**src/rtl/wb_write_ctrl.sv**
```systemverilog
// rtl/wb_write_ctrl.sv - register file writeback arbiter for pipeline and mul/div results (optional WB_FWD_EN bypass)
module wb_write_ctrl #(
    parameter int DEPTH = 2,
    parameter int PTR_W = 1
) (
    input  logic        clk,
    input  logic        rst,
    input  logic        pipe_valid,
    input  logic        pipe_is_load,
    input  logic        pipe_lb,
    input  logic [3:0]  pipe_wa,
    input  logic [15:0] pipe_wd,
    input  logic        md_valid,
    output logic        md_ready,
    input  logic [3:0]  md_wa,
    input  logic [15:0] md_lo,
    input  logic [15:0] md_hi,
    input  logic [3:0]  RR1,
    input  logic [3:0]  RR2,
    output logic        hazard,
`ifdef WB_FWD_EN
    output logic        fwd1_hit,
    output logic        fwd2_hit,
    output logic [15:0] fwd1_data,
    output logic [15:0] fwd2_data,
`endif
    output logic        regWrite,
    output logic        wr_r0,
    output logic [3:0]  WA,
    output logic [15:0] WD1,
    output logic [15:0] WD0
);

    // pending mul/div results, one valid bit per slot
    logic [3:0]       ent_wa [DEPTH];
    logic [15:0]      ent_lo [DEPTH];
    logic [15:0]      ent_hi [DEPTH];
    logic [DEPTH-1:0] vld;
    logic [PTR_W-1:0] wr_ptr;
    logic [PTR_W-1:0] rd_ptr;

    logic             empty;
    logic             full;
    logic             pop;
    logic             push;
    logic [15:0]      pipe_data;
    logic [DEPTH-1:0] ent_hit;

    assign empty = ~|vld;
    assign full  = &vld;

    // the pipeline owns the write port; the FIFO drains only into idle slots
    assign pop      = !pipe_valid && !empty;
    assign md_ready = !full || pop;
    // a result that cannot go straight to the port waits in the FIFO
    assign push     = md_valid && md_ready && (pipe_valid || !empty);

    // byte loads are sign-extended; ALU results and word loads pass through
    assign pipe_data = (pipe_is_load && pipe_lb) ? {{8{pipe_wd[7]}}, pipe_wd[7:0]} : pipe_wd;

    // per-entry hazard match; any pending entry also makes R0 pending
    genvar g;
    generate
        for (g = 0; g < DEPTH; g++) begin : g_hit
            assign ent_hit[g] = vld[g] && (ent_wa[g] == RR1 || ent_wa[g] == RR2 ||
                                           RR1 == 4'd0 || RR2 == 4'd0);
        end
    endgenerate

    assign hazard = |ent_hit;

    // FIFO storage and pointers; pop clears before push sets so full+pop reuses the slot
    always_ff @(posedge clk) begin
        if (rst) begin
            vld    <= '0;
            wr_ptr <= '0;
            rd_ptr <= '0;
        end else begin
            if (pop) begin
                vld[rd_ptr] <= 1'b0;
                rd_ptr      <= rd_ptr + 1'b1;
            end
            if (push) begin
                vld[wr_ptr]    <= 1'b1;
                ent_wa[wr_ptr] <= md_wa;
                ent_lo[wr_ptr] <= md_lo;
                ent_hi[wr_ptr] <= md_hi;
                wr_ptr         <= wr_ptr + 1'b1;
            end
        end
    end

    // registered write port: pipeline first, then FIFO head, then direct mul/div bypass
    always_ff @(posedge clk) begin
        if (rst) begin
            regWrite <= 1'b0;
            wr_r0    <= 1'b0;
            WA       <= 4'd0;
            WD1      <= 16'd0;
            WD0      <= 16'd0;
        end else if (pipe_valid) begin
            regWrite <= 1'b1;
            wr_r0    <= 1'b0;
            WA       <= pipe_wa;
            WD1      <= pipe_data;
            WD0      <= 16'd0;
        end else if (!empty) begin
            regWrite <= 1'b1;
            wr_r0    <= 1'b1;
            WA       <= ent_wa[rd_ptr];
            WD1      <= ent_lo[rd_ptr];
            WD0      <= ent_hi[rd_ptr];
        end else if (md_valid) begin
            regWrite <= 1'b1;
            wr_r0    <= 1'b1;
            WA       <= md_wa;
            WD1      <= md_lo;
            WD0      <= md_hi;
        end else begin
            regWrite <= 1'b0;
        end
    end

`ifdef WB_FWD_EN
    // same-cycle bypass of the write currently on the port
    assign fwd1_hit  = regWrite && (WA == RR1 || (wr_r0 && RR1 == 4'd0));
    assign fwd2_hit  = regWrite && (WA == RR2 || (wr_r0 && RR2 == 4'd0));
    assign fwd1_data = (RR1 == 4'd0 && wr_r0) ? WD0 : WD1;
    assign fwd2_data = (RR2 == 4'd0 && wr_r0) ? WD0 : WD1;
`else
    // decode relies on register file write-before-read timing
`endif

endmodule

```
**config.mk**
```make
export PLATFORM = sky130hd
export DESIGN_NAME = wb_write_ctrl
export DESIGN_NICKNAME = d
export VERILOG_FILES = /design/src/rtl/wb_write_ctrl.sv
export SDC_FILE = /design/constraint.sdc
export NUM_CORES = 1
export LEC_CHECK = 0
export ABC_CLOCK_PERIOD_IN_PS = 4500
export BUFFER_PORTS_ARGS = -buffer_cell sky130_fd_sc_hd__clkbuf_2
export CAP_MARGIN = 20
export CORE_MARGIN = 5
export CORE_UTILIZATION = 39
export CTS_CLUSTER_SIZE = 16
export DETAILED_ROUTE_END_ITERATION = 6
export PLACE_DENSITY = 0.69
export SLEW_MARGIN = 20
export SYNTH_ARGS = -nofsm -noshare
export SYNTH_HDL_FRONTEND = slang
export SYNTH_SLANG_ARGS = --single-unit
```
**constraint.sdc**
```tcl
create_clock -name clk -period 4.5 [get_ports clk]
set_input_delay 0.225 -clock clk [delete_from_list [all_inputs] [get_ports clk]]
set_output_delay 0.225 -clock clk [all_outputs]
set_load 0.02 [all_outputs]
```
==> results of run 1 <==
-- report_power, final --
group / internal (mW) / switching (mW) / total, mW
registers: 1.17 / 0.0386 / 1.21
logic: 0.110 / 0.169 / 0.279
clock network: 0.990 / 0.486 / 1.48
-- cells by family after synthesis --
| logic type | Yosys count |
|---|---|
| flip-flops | 115 |
| AND/OR/NAND/NOR | 109 |
| AO/OA/AOI/OAI | 83 |
| multiplexers | 36 |
| XOR/XNOR | 16 |
| buffers and inverters | 33 |
-- area by class of cell --
class                   instances  area (sq um)  share of cell area (%)
clock inverters                14         226.5                   3.674
multi-input cells             244          1680                   27.26
flip-flops and latches        115          3027                   49.10
repair buffers                113         588.1                   9.539
well taps                     168         210.2                   3.410
inverters                       1         3.754                 0.06089
clock buffers                  18         429.2                   6.962
-- worst min path at each step --
stage | start | endpoint | slack (ns) | depth (start not counted)
CTS | md_lo[12] | ent_lo[1][12] | 0.00002 | 1
global placement | md_lo[9] | ent_lo[1][9] | 0.43 | 1
floorplan | md_hi[0] | ent_hi[0][0] | 0.32 | 0
global route | md_lo[12] | ent_lo[0][12] | 0.001 | 1
finish | md_lo[12] | ent_lo[0][12] | 0.02 | 1
detailed placement | md_lo[12] | ent_lo[1][12] | 0.43 | 1
-- cell usage after synthesis --
library cell   n  area, sq um
edfxtp_1      72         2162
a211oi_1      44        330.3
dfxtp_1       43        860.8
mux2i_1       36        360.4
a21oi_1       33        165.2
nor2_1        23        86.33
clkbuf_1      20        75.07
nor2b_1       17        106.4
xnor2_1       16        140.1
nor3_1        14        70.07
nor4b_1       12        105.1
nand2_1       11        41.29
nor4_1        10        62.56
buf_2          8        40.04
nand3b_1       8        60.06
nand3_1        4        20.02
nand4_1        4        25.02
buf_6          3        33.78
o21ai_0        3        15.01
or2_2          2        12.51
a22o_1         1        8.760
buf_4          1        7.510
inv_1          1        3.750
nor3b_1        1        7.510
o2111ai_1      1        8.760
o211ai_1       1        7.510
or2_1          1        6.260
or3_1          1        6.260
or3_4          1        11.26
-- state kept, by name (all words and copies together), names as in the netlist, named ones only --
register	cells
wr_r0	1
regWrite	1
ent_wa	8
rd_ptr	1
vld	2
wr_ptr	1
WD0	16
WD1	16
WA	4
ent_hi	32
ent_lo	32
-- per-stage QoR --
stage | setup slack, ns | instances | instance area (sq um)
floorplan | 0.4746 | 392 | 4840
global placement | 1.813 | 641 | 5500
detailed placement | 1.703 | 641 | 5500
CTS | 1.798 | 673 | 6156
global route | 1.618 | 673 | 6165
finish | 1.758 | 673 | 6165
-- routing by layer --
layer	vias up	wire length [microns]
met5	-	0
met4	0	118
met3	13	918
met2	128	5502
met1	1664	4794
li1	1698	-
==> results.tsv, run 1 <==
metric	value	unit
status	complete, no violations	
crit-path max FO	25	
largest net degree at the start of global routing	53	
# setup viols final	0	
final hold viol count	0	
Critical R2R Launch	vld[0]	
Syn Std Cell Area	4840	sq um
Setup crit end	ent_lo[0][11]	
Vias/cell	5.205	
via count of the first global-routing pass	3551	
GRT met3 Usage	4.755	%
Routed WL	11330	microns
met1 global-route usage	20.31	%
met2 Track Usage GR	25.53	%
library cells used by synthesis	29	
Pleak	2.300	nW
Root Driver	clkbuf_16	
Num CTS Buffers	17	
logic depth of the worst path, buffers included	4	
starting density of the core	39.96	%
level count of the clock H-tree	4	
RSZ-0062 raised after global routing	no	
total gr overflow	0	
Antenna Nets Post-Route	0	
total track usage	15.95	%
R2R Path End	ent_lo[0][11]	
DRT Pass-1 Iters	4	
Slew headroom	35.88	%
Tmin final	2.742	ns
setup TNS	0	ns
DRC viols	0	
Most Crowded Layer GR	met2	
# fillers	1110	
Util after Layout	50.90	%
Simple-Gate Fraction of Synth Area	12.82	%
Synth Warn #	0	
syn nets	462	
hold buffers post-CTS	0	
commonest non-fill, non-tap cell in the layout	clkbuf_2	
worst reg-to-reg setup slack	1.76	ns
first-pass GRT wire length	18110	microns
final-report max-slew violation count	0	
first-iteration detailed-routing DRC count	263	
worst endpoint data arrival time	2.81	ns
CTS tree	done	
average wire per standard cell	16.84	microns
post-DP HPWL	7547	microns
area growth from synthesis to layout	27.38	%
Buf/Inv on CP	1	
Final Power	2.966	mW
Syn Area/Cell	12.35	sq um
pwr dens	481.1	nW/um^2
kind of critical path	flip-flop to flip-flop	
max cap viols	0	
max incr delay on CP	0.76	ns
initial antenna violation count	0	
main combinational cell family by area after synthesis	simple AND/OR/NAND/NOR gates	
worst-case reg-to-reg path depth	4	
Synth Area in Compound Gates	11.07	%
latest clock arrival within the worst-skew pair	0.40	ns
Clock Sinks	115	
worst hold margin	0.02431	ns
worst-path cell with the longest stage delay	nor3_2	
Post-Synth Adder-Cell Area	0	%
core area	12110	sq um
Critical Path Source	vld[0]	
Data required, critical path	4.57	ns
Max Clock Freq	364.7	MHz
share of cells above drive strength 1	29.90	%
# IOs	110	
GPL Wtd Cong	0.7710	
fin crit share	60.93	%
worst-margin pin slew	0.9595	ns
IO buf count	109	
crit-path cells	or2_1 -> o211ai_1 -> nor3_2 -> buf_4	
Worst Hold Class	input port to flip-flop	
Worst-path clk slew	0.06	ns
post-synthesis cell count	392	
Antenna Cells	0	
mux cell area share after synthesis	7.446	%
crit start category	flip-flop	
flops & latches, synth	115	
worst ir drop on vdd	0.2527	mV
Largest delay share family, worst path	simple AND/OR/NAND/NOR gates	
register area share after synthesis	62.46	%
total vias in the final route	3503	
die width	121.4	microns
maximum root-to-sink buffer count	2	
most frequent cells in the layout	clkbuf_2, edfxtp_1, a211oi_1	
XOR/XNOR Fraction of Synth Area	2.896	%
Rows	40	
die area	14740	sq um
Critical Path Sink Type	flip-flop	
Resized Gates After CTS	0	
Max Clock Skew	0.009128	ns
Nets	562	
Post-CTS Setup Bufs	0	
Die H	121.4	microns
Power figures use the tool's default switching activity.
==> run 2, diff against run 1 <==
--- a/config.mk
+++ b/config.mk
@@ -5,14 +5,14 @@
 export SDC_FILE = /design/constraint.sdc
 export NUM_CORES = 1
 export LEC_CHECK = 0
-export ABC_CLOCK_PERIOD_IN_PS = 4500
+export ABC_CLOCK_PERIOD_IN_PS = 2250
 export BUFFER_PORTS_ARGS = -buffer_cell sky130_fd_sc_hd__clkbuf_2
 export CAP_MARGIN = 20
 export CORE_MARGIN = 5
 export CORE_UTILIZATION = 39
 export CTS_CLUSTER_SIZE = 16
 export DETAILED_ROUTE_END_ITERATION = 6
-export PLACE_DENSITY = 0.69
+export PLACE_DENSITY = 0.71
 export SLEW_MARGIN = 20
 export SYNTH_ARGS = -nofsm -noshare
 export SYNTH_HDL_FRONTEND = slang
==> constraint.sdc (replaced) <==
create_clock -name clk -period 2.25 [get_ports clk]
set_input_delay 0.1125 -clock clk [delete_from_list [all_inputs] [get_ports clk]]
set_output_delay 0.1125 -clock clk [all_outputs]
set_load 0.02 [all_outputs]
==> run 2 against run 1 <==
Against the previous run:
- clock power increased by 100%
- critical path depth up 1
- die area did not move
- first-iteration DRC count grew 13%
- combinational power up 140%
- utilization grew 4.0 points
- highest routed layer unchanged
- fmax is 52% higher
- largest power group unchanged
- non-clock buffer count rose by 50
- clock-buffer cell count is 1 higher
- sequential power up 98%
==> results.tsv, run 2 (synthesis results as in run 1) <==
metric	value	unit	change
Die H	121.4	microns	unchanged
total vias in the final route	3776		was 3503
area growth from synthesis to layout	37.44	%	was 27.38%
# setup viols final	0		unchanged
Worst-path clk slew	0.05	ns	was 0.06 ns
hold depth	3		was 1
min-delay src	pipe_wd[11]		was md_lo[12]
IO buf count	109		unchanged
final hold viol count	0		unchanged
# IOs	110		unchanged
Critical R2R Launch	vld[0]		unchanged
Nets	612		was 562
Tmin final	1.807	ns	was 2.742 ns
Place WS	0.4456	ns	was 1.703 ns
Crit path top cell by count	buf_4		
max incr delay on CP	0.33	ns	was 0.76 ns
share of cells above drive strength 1	29.73	%	was 29.90%
worst-case reg-to-reg path depth	5		was 4
worst-path cell with the longest stage delay	buf_4		was nor3_2
crit start category	flip-flop		unchanged
level count of the clock H-tree	4		unchanged
fin crit share	80.33	%	was 60.93%
die width	121.4	microns	unchanged
Post-CTS Setup Bufs	0		unchanged
first-pass GRT wire length	19810	microns	was 18110 microns
status	complete, no violations		unchanged
die area	14740	sq um	unchanged
Worst Hold Class	input port to flip-flop		unchanged
initial antenna violation count	0		unchanged
average wire per standard cell	17.16	microns	was 16.84 microns
worst-margin pin slew	0.5824	ns	was 0.9595 ns
largest net degree at the start of global routing	40		was 53
Rows	40		unchanged
Vias/cell	5.223		was 5.205
final-report max-slew violation count	0		unchanged
core area	12110	sq um	unchanged
kind of critical path	flip-flop to flip-flop		unchanged
R2R Path End	ent_lo[1][11]		was ent_lo[0][11]
total track usage	17.35	%	was 15.95%
worst ir drop on vdd	0.4882	mV	was 0.2527 mV
Slew headroom	61.01	%	was 35.88%
via count of the first global-routing pass	3853		was 3551
Routed WL	12410	microns	was 11330 microns
Data required, critical path	2.33	ns	was 4.57 ns
Antenna Cells	0		unchanged
Worst Setup Slack, final	0.4425	ns	was 1.758 ns
crit-path max FO	22		was 25
Final Power	6.029	mW	was 2.966 mW
max cap viols	0		unchanged
first-iteration detailed-routing DRC count	297		was 263
DRC viols	0		unchanged
crit-path cells	buf_4 -> nand3_2 -> o211ai_1 -> nor3b_4 -> buf_4		was or2_1 -> o211ai_1 -> nor3_2 -> buf_4
pwr dens	906.4	nW/um^2	was 481.1 nW/um^2
# fillers	1034		was 1110
biggest regs	ent_hi (32), ent_lo (32)		unchanged
latest clock arrival within the worst-skew pair	0.41	ns	was 0.40 ns
Max Clock Skew	0.007873	ns	was 0.009128 ns
commonest non-fill, non-tap cell in the layout	clkbuf_2		unchanged
Root Driver	clkbuf_16		unchanged
most frequent cells in the layout	clkbuf_2, edfxtp_1, a211oi_1		unchanged
worst reg-to-reg setup slack	0.44	ns	was 1.76 ns
Worst Hold End	WD1[11]		was ent_lo[0][12]
GPL Wtd Cong	0.8046		was 0.7710
Max Clock Freq	553.3	MHz	was 364.7 MHz
CTS tree	done		unchanged
worst endpoint data arrival time	1.88	ns	was 2.81 ns
Antenna Nets Post-Route	0		unchanged
RSZ-0062 raised after global routing	no		unchanged
post-DP HPWL	8132	microns	was 7547 microns
starting density of the core	39.96	%	unchanged
Pleak	2.531	nW	was 2.300 nW
Num CTS Buffers	17		unchanged
DRT Pass-1 Iters	5		was 4
total gr overflow	0		unchanged
maximum root-to-sink buffer count	2		unchanged
Clock Sinks	115		unchanged
Critical Path Sink Type	flip-flop		unchanged
run 2: stage by stage:
stage	area [sq um]	cells	utilization [%]	hold WS, ns	setup TNS, ns
4_1_cts	6651	723	54.92	0.0006301	0
6_report	6651	723	54.92	0.008575	0
3_5_place_dp	5595	651	46.20	0.3202	0
3_3_place_gp	5595	651	46.20	0.3138	0
5_1_grt	6651	723	54.92	0.008890	0
2_1_floorplan	4876	392	-	0.2114	-1.317
run 2: cell type report:
class,count,area (sq um),area share (%)
timing repair buffer,163,1064,15.99
multi-input combinational,244,1692,25.43
sequential,115,3027,45.50
clock buffer,19,464.2,6.979
clock inverter,13,191.4,2.878
inverter,1,3.754,0.05643
tap,168,210.2,3.160
run 2: metal layers:
layer	part of all wire, %	vias to the layer above	wire length (microns)	track usage, %
met1	42	1823	5262	21.38
met4	1.2	0	154	5.252
met3	7.5	17	928	5.408
met5	0	-	0	0
met2	49	143	6065	29.12
li1	-	1793	-	-
run 2: what timing repair did:
item,4_1_cts,5_1_grt
endpoints found under the hold margin,76,0
hold buffers,40,0
endpoints found under the setup margin,0,0
gates resized for setup,0,0
run 2: where the power goes:
group,total [mW],internal (mW),switching [mW]
Clock,2.96,1.97,0.993
Combinational,0.673,0.282,0.391
Sequential,2.40,2.34,0.0536
run 2: worst max-delay path by stage:
stage	cells past startpoint	startpoint	endpoint	slack (ns)
2_1_floorplan	5	vld[1]	ent_hi[1][0]	-0.04
3_3_place_gp	5	vld[0]	ent_hi[1][7]	0.51
3_5_place_dp	5	vld[0]	ent_hi[1][7]	0.45
4_1_cts	5	vld[0]	ent_hi[1][15]	0.43
5_1_grt	5	vld[0]	ent_lo[1][11]	0.35
6_report	5	vld[0]	ent_lo[1][11]	0.44
run 2: worst max-delay path, delay by kind of cell, from the launching register on:
kind	cells	cell delay [ns]
AOI/OAI and AO/OA	1	0.24
buffers and inverters	2	0.52
DFF	1	0.31
and+or+nand+nor	2	0.38
